<file path="config.mk">
export PLATFORM = sky130hd
export DESIGN_NAME = pc_unit
export DESIGN_NICKNAME = d
export VERILOG_FILES = /design/src/rtl/pc_unit.sv
export SDC_FILE = /design/constraint.sdc
export NUM_CORES = 1
export LEC_CHECK = 0
export BUFFER_PORTS_ARGS = -buffer_cell sky130_fd_sc_hd__buf_2
export CAP_MARGIN = 20
export CELL_PAD_IN_SITES_DETAIL_PLACEMENT = 1
export CELL_PAD_IN_SITES_GLOBAL_PLACEMENT = 2
export CORE_UTILIZATION = 31
export CTS_CLUSTER_DIAMETER = 100
export CTS_CLUSTER_SIZE = 40
export DETAILED_ROUTE_END_ITERATION = 8
export PLACE_DENSITY = 0.85
export SYNTH_ARGS = -nofsm -noshare
export SYNTH_HDL_FRONTEND = slang
export SYNTH_SLANG_ARGS = --single-unit
</file>
<file path="constraint.sdc">
create_clock -name clk -period 5.5 [get_ports clk]
set_input_delay 0.55 -clock clk [delete_from_list [all_inputs] [get_ports clk]]
set_output_delay 0.55 -clock clk [all_outputs]
set_load 0.01 [all_outputs]
</file>
<file path="src/rtl/pc_unit.sv">
// ---------------------------------------------------------------------------
// pc_unit -- fetch program counter with branch/jump redirect and a one-entry
// redirect buffer that carries a redirect across a stall.
//
// Parameters
//   RESET_PC   fetch address after reset
//   EXC_PC     exception vector (used only when PC_UNIT_EXC_EN is defined)
//
// Ports
//   clk        single clock, all state on rising edge
//   reset      synchronous active-high reset
//   stall      high freezes pc_f; a taken redirect is buffered instead
//   br_op[3:0] D-stage control op (none/j/jr/beq/bne/blez/bgtz/bltz/bgez)
//   pc_d       PC of the D-stage instruction
//   imm26      D-stage instruction index / offset field
//   rs_val     forwarded rs operand
//   rt_val     forwarded rt operand
//   exc_req    exception request        (PC_UNIT_EXC_EN only)
//   eret       exception return         (PC_UNIT_EXC_EN only)
//   epc        exception return address (PC_UNIT_EXC_EN only)
//   pc_f       registered fetch address
//   pc4_f      pc_f + 4
//   taken      combinational redirect decision for the current D-stage op
//   pending    redirect buffer holds a target not yet loaded
//   misalign   one-cycle pulse after a taken jr whose rs_val[1:0] != 0
//
// Build option: define PC_UNIT_EXC_EN to add the exception/eret inputs.
// ---------------------------------------------------------------------------
module pc_unit #(
    parameter logic [31:0] RESET_PC = 32'h0000_3000,
    parameter logic [31:0] EXC_PC   = 32'h0000_4180
) (
    input  logic        clk,
    input  logic        reset,
    input  logic        stall,
    input  logic [3:0]  br_op,
    input  logic [31:0] pc_d,
    input  logic [25:0] imm26,
    input  logic [31:0] rs_val,
    input  logic [31:0] rt_val,
`ifdef PC_UNIT_EXC_EN
    input  logic        exc_req,
    input  logic        eret,
    input  logic [31:0] epc,
`endif
    output logic [31:0] pc_f,
    output logic [31:0] pc4_f,
    output logic        taken,
    output logic        pending,
    output logic        misalign
);

    localparam logic [3:0] OP_J    = 4'b0001;
    localparam logic [3:0] OP_JR   = 4'b0010;
    localparam logic [3:0] OP_BEQ  = 4'b0011;
    localparam logic [3:0] OP_BNE  = 4'b0100;
    localparam logic [3:0] OP_BLEZ = 4'b0101;
    localparam logic [3:0] OP_BGTZ = 4'b0110;
    localparam logic [3:0] OP_BLTZ = 4'b0111;
    localparam logic [3:0] OP_BGEZ = 4'b1000;

    // Exception controls; tied off in the default build so one datapath
    // serves both configurations.
    logic        exc_hit;
    logic        eret_hit;
    logic [31:0] epc_word;

`ifdef PC_UNIT_EXC_EN
    assign exc_hit  = exc_req;
    assign eret_hit = eret;
    assign epc_word = epc & ~32'd3;
`else
    assign exc_hit  = 1'b0;
    assign eret_hit = 1'b0;
    assign epc_word = 32'd0;
`endif

    logic [31:0] buf_pc;
    logic [31:0] pc_plus4_d;
    logic [31:0] br_target;
    logic [31:0] j_target;
    logic [31:0] jr_target;
    logic [31:0] target;
    logic        rs_neg;
    logic        rs_zero;
    logic        is_jr;

    logic [31:0] pc_next;
    logic [31:0] buf_next;
    logic        pending_next;
    logic        misalign_next;

    assign pc4_f      = pc_f + 32'd4;   // wraps naturally at 2^32
    assign pc_plus4_d = pc_d + 32'd4;
    assign br_target  = pc_plus4_d + {{14{imm26[15]}}, imm26[15:0], 2'b00};
    assign j_target   = {pc_plus4_d[31:28], imm26, 2'b00};
    assign jr_target  = {rs_val[31:2], 2'b00};
    assign rs_neg     = rs_val[31];
    assign rs_zero    = (rs_val == 32'd0);
    assign is_jr      = (br_op == OP_JR);

    // Redirect decision and target selection
    always_comb begin
        taken  = 1'b0;
        target = br_target;
        unique case (br_op)
            OP_J:    begin taken = 1'b1; target = j_target; end
            OP_JR:   begin taken = 1'b1; target = jr_target; end
            OP_BEQ:  taken = (rs_val == rt_val);
            OP_BNE:  taken = (rs_val != rt_val);
            OP_BLEZ: taken = rs_neg | rs_zero;
            OP_BGTZ: taken = ~rs_neg & ~rs_zero;
            OP_BLTZ: taken = rs_neg;
            OP_BGEZ: taken = ~rs_neg;
            default: taken = 1'b0;
        endcase
    end

    // Next fetch address, buffer and pending flag
    always_comb begin
        pc_next      = pc_f;
        buf_next     = buf_pc;
        pending_next = pending;
        if (exc_hit) begin
            pc_next      = EXC_PC;
            pending_next = 1'b0;
        end else if (eret_hit) begin
            pc_next      = epc_word;
            pending_next = 1'b0;
        end else if (!stall) begin
            // A live redirect is newer than anything buffered, so it wins.
            if (taken)
                pc_next = target;
            else if (pending)
                pc_next = buf_pc;
            else
                pc_next = pc4_f;
            pending_next = 1'b0;
        end else if (taken) begin
            buf_next     = target;
            pending_next = 1'b1;
        end
    end

    // Flag the misaligned jr at the cycle it is accepted, live or buffered.
    assign misalign_next = ~exc_hit & ~eret_hit & taken & is_jr & (rs_val[1:0] != 2'b00);

    always_ff @(posedge clk) begin
        if (reset) begin
            pc_f     <= RESET_PC;
            buf_pc   <= 32'd0;
            pending  <= 1'b0;
            misalign <= 1'b0;
        end else begin
            pc_f     <= pc_next;
            buf_pc   <= buf_next;
            pending  <= pending_next;
            misalign <= misalign_next;
        end
    end

endmodule

</file>
# Word level (Yosys, flattened, before mapping)
# Cells that the tools add are included.
# word_totals
register_bits	66
inputBits	129
output_inout_bits	67
# op_classes
add_sub_neg	3
n_eq_ne	10
n_mux	4
bitwise_logic	7
n_reduce_logical	5
# op_table
operator	count
$add A32 B3 Y32 const B	2
$mux W32	2
$pmux W32 S2	1
$add A32 B32 Y32	1
$eq A32 B32 Y1	1
$logic_not A32 Y1	1
$ne A32 B32 Y1	1
$eq A4 B3 Y1 const B	4
$eq A4 B2 Y1 const B	2
$pmux W1 S7	1
$eq A4 B1 Y1 const B	1
$eq A4 B4 Y1 const B	1
$reduce_or A2 Y1	2
$and A1 B1 Y1	3
$not A1 Y1	3
$reduce_and A2 Y1	1
$reduce_bool A2 Y1	1
$or A1 B1 Y1	1

# Logic depth before layout (Yosys ltp)
# logic_depth
word_depth	6
ltp_mapped	18
ltp_nobuf	17

# Least setup slack after synthesis
# Ideal clock, no wire load.
# synth_timing
path_kind	input-to-reg
startpoint	in pc_d[2]
endpoint	reg pc_f[31]
setup_ns	0.115
arrival_time_ns	3.532
required_ns	5.385
slack_ns	1.853
cell_stages	18
path_cell_list	ha_1 > and2_1 > nand4_1 > or2_2 > nor2_1 > nand2_1 > xnor2_1 > ha_1 > clkbuf_1 > o21ai_0 > o21bai_1 > a211oi_1 > o21ai_0 > mux2i_1 > o41a_1 > and2_1 > o211ai_2 > o21ba_2
# synth_via
elab_chain_cells	4
# synth_lines
element	line_no	source
start, declared	37	input logic [31:0] pc_d,
$add A32 B3 Y32 (*)	94	assign pc_plus4_d = pc_d + 32'd4;
$add A32 B32 Y32	95	assign br_target = pc_plus4_d + {{14{imm26[15]}}, imm26[15:0], 2'b00};
$pmux W32 S2 (*)	106	unique case (br_op)
$mux W32 (*)	132	if (taken)
end signal, assigned	155	pc_f <= pc_next;
end, declared	46	output logic [31:0] pc_f,
# Every way passes the cells marked *; elsewhere a longest branch is shown, timed or not.
# A chain may end at the register's enable or synchronous reset.

# Worst setup path in the final report
# Same ends and word-level chain as after synthesis.

==> impl_metrics.json <==
{
  "outcome": "completed",
  "io_buffers": 195,
  "grt_antenna_before_repair": 0,
  "stdcell_count": 1315,
  "maxSlewHeadroom": 0.413,
  "hpwl_um": 21400,
  "ctsLongestPathBuffers": 2,
  "numClockSinks": 66,
  "grt_use_total": 0.244,
  "start_kind": "input pin",
  "power_w": 0.00183,
  "grt_overflow_total": 0,
  "hold_violations": 0,
  "placed_cells": 1300,
  "ir_worst_vdd_mv": 0.141,
  "num_rows": 52,
  "crit_fanout": 9,
  "root_buffer": "clkbuf_16",
  "arrival_ns": 4.29,
  "cp-end-kind": "register",
  "ctsResizeCount": 0,
  "gp_congestion": 0.882,
  "min-delay-start": "buf_pc[0]$_SDFFE_PP0P_",
  "wl_um": 26400,
  "core_area_um2": 20400,
  "max_freq_mhz": 246,
  "layout.nets": 1204,
  "cp.required_ns": 5.72,
  "synth_cells": 876,
  "rsz0062_at_grt": "false",
  "first_global_vias": 7177,
  "synth-main-ff-cell": "dfxtp_1",
  "syn_area_um2": 6540,
  "setup_viol": 0,
  "placed_area_um2": 7680,
  "die_w_um": 147,
  "stdcell_area_um2": 7970,
  "min_path_type": "register to register",
  "p_per_area_nw_per_um2": 229,
  "timing.setup.tns_ns": 0,
  "initial_core_util": 0.320,
  "grt_max_degree": 54,
  "leakage_nw": 3.35,
  "post_cts_buffers": 0,
  "fin_crit_ns": 4.07,
  "grt_pass1_wl_um": 41000,
  "tightest_slew_ns": 0.881,
  "firstDrtPassIters": 6,
  "async_flop_share": 0,
  "worst-r2r-cell-count": 9,
  "ys_seq_elements": 66,
  "via_per_inst": 5.53,
  "h-tree-depth": 3,
  "ctsHoldBuffers": 0,
  "areaGrowthSynthToFinish_pct": 21.9,
  "r2r_setup_slack_ns": 2.50,
  "numCtsBuffers": 9,
  "worstReg2RegStart": "pc_f[2]$_SDFFE_PP0N_",
  "insertion_delay_ns": 0.34,
  "synthesis.yosys.warnings": 0,
  "ys_types": 65,
  "wl_per_cell_um": 20.1,
  "pin_count": 196,
  "drv_cap": 0,
  "cts_tree": "done",
  "fillCellCount": 2597,
  "synth_edf_count": 0,
  "finClkSkew_ns": 0.00953,
  "num_vias": 7273,
  "antenna_cells": 0,
  "syn_area_per_cell_um2": 7.47,
  "endpoint": "pc_f[31]$_SDFFE_PP0N_",
  "initialDrtViolationCount": 386,
  "ant_nets": 0,
  "ys_seq_area_frac": 0.202,
  "finalCritPeriodShare": 0.740,
  "drv_slew": 0,
  "r2r-end": "pc_f[30]$_SDFFE_PP0N_",
  "crit_type": "input pin to register",
  "drc": 0,
  "drive_above_1_share": 0.230,
  "dieArea_um2": 21700,
  "critPathLaunch": "pc_d[2]",
  "synth_fp_nets": 1039,
  "clk_transition_reported_paths_ns": 0.06,
  "die_h_um": 147
}
-- worst max-delay path, stage by stage --
cell,delay [ns]
buf_2,0.10
ha_1,0.17
and2_1,0.25
nand4_1,0.23
or2_2,0.36
nor2_1,0.21
nand2_1,0.10
xnor2_1,0.16
ha_1,0.44
o21ai_0,0.14
o21bai_1,0.16
a211oi_1,0.09
o21ai_0,0.45
mux2i_1,0.25
o41a_1,0.18
and2_1,0.14
o211ai_2,0.11
o21ba_2,0.21
-- worst min path at each step --
stage,cells after the start,slack (ns),to
after floorplan,2,0.44,buf_pc[0]$_SDFFE_PP0P_
after global placement,2,0.45,buf_pc[0]$_SDFFE_PP0P_
after detailed placement,2,0.46,buf_pc[0]$_SDFFE_PP0P_
after CTS,2,0.46,buf_pc[0]$_SDFFE_PP0P_
after global routing,3,0.48,buf_pc[1]$_SDFFE_PP0P_
final,2,0.46,buf_pc[0]$_SDFFE_PP0P_
-- stage by stage --
| stage | hold slack [ns] | setup slack, ns | util |
|---|---|---|---|
| floorplan | 0.436 | 1.85 | - |
| global placement | 0.446 | 1.17 | 0.376 |
| detailed placement | 0.456 | 1.12 | 0.376 |
| CTS | 0.464 | 1.45 | 0.390 |
| global route | 0.479 | 1.14 | 0.390 |
| finish | 0.462 | 1.43 | 0.390 |
-- per-layer routing --
layer / global-route usage / wire length [µm]
met1: 0.333 / 12300
met2: 0.408 / 12400
met3: 0.0283 / 1150
met4: 0.0588 / 468
met5: 0 / 0
-- logic make-up after synthesis --
| group | after synthesis | share of synthesized area |
|---|---|---|
| multiplexers | 36 | 0.0564 |
| buffers and inverters | 70 | 0.0488 |
| XOR/XNOR | 111 | 0.149 |
| adder cells (fa/ha/maj) | 34 | 0.0662 |
| AO/OA/AOI/OAI | 236 | 0.241 |
| AND/OR/NAND/NOR | 323 | 0.236 |
| flip-flops | 66 | 0.202 |
-- final cells by class --
class / count / area, µm² / area share
clock buffers: 12 / 246 / 0.0309
clock inverters: 3 / 40.0 / 0.00502
inverters: 22 / 82.6 / 0.0104
multi-input cells: 740 / 4910 / 0.616
flip-flops and latches: 66 / 1320 / 0.166
well taps: 270 / 338 / 0.0424
repair buffers: 202 / 1030 / 0.129
-- synth_stat cells (5+ instances only) --
| cell type | number | share of area |
|---|---|---|
| nand4_1 | 19 | 0.018 |
| a22o_1 | 7 | 0.0094 |
| nor3_1 | 35 | 0.027 |
| xnor2_1 | 52 | 0.070 |
| dfxtp_1 | 66 | 0.20 |
| a221oi_1 | 8 | 0.011 |
| o21ai_0 | 36 | 0.028 |
| ha_1 | 33 | 0.063 |
| a311oi_1 | 7 | 0.0094 |
| nand2_1 | 66 | 0.038 |
| mux2i_1 | 29 | 0.044 |
| o21bai_1 | 7 | 0.0080 |
| nand3_1 | 29 | 0.022 |
| clkbuf_1 | 32 | 0.018 |
| o31ai_1 | 5 | 0.0057 |
| a21o_1 | 11 | 0.013 |
| or2_2 | 5 | 0.0048 |
| and3_1 | 17 | 0.016 |
| buf_6 | 5 | 0.0086 |
| a211oi_1 | 29 | 0.033 |
| buf_2 | 6 | 0.0046 |
| nor2_1 | 104 | 0.060 |
| mux2_2 | 7 | 0.012 |
| inv_1 | 21 | 0.012 |
| nand2b_1 | 5 | 0.0048 |
| a22oi_1 | 17 | 0.020 |
| a21oi_1 | 68 | 0.052 |
| nor4_1 | 18 | 0.017 |
| xor2_1 | 59 | 0.079 |
| o21a_1 | 5 | 0.0057 |
| and2_1 | 6 | 0.0057 |
-- registers in the layout, summed over array words and instances, names as in the netlist --
name,flops
pc_f,32
pending,1
buf_pc,32
misalign,1
-- layout by cell type (no fill, tap or decap), types with 9 or more instances in the layout --
master,synthesis,routed
a211oi_1,29,29
a21o_1,11,11
a21oi_1,68,68
a22oi_1,17,17
and3_1,17,17
buf_2,6,195
clkbuf_16,0,9
dfxtp_1,66,65
ha_1,33,33
inv_1,21,21
mux2i_1,29,29
nand2_1,66,66
nand3_1,29,29
nand4_1,19,19
nor2_1,104,103
nor3_1,35,33
nor4_1,18,18
o21ai_0,36,36
xnor2_1,52,52
xor2_1,59,59
-- power by group --
group	total [W]	switching, W	leakage [nW]	internal (W)
combinational	0.000696	0.000432	2.67	0.000265
clock	0.000571	0.000212	0.142	0.000360
sequential	0.000558	0.0000396	0.542	0.000518
total	0.00183	0.000683	3.35	0.00114
(Power assumes the default switching activity.)
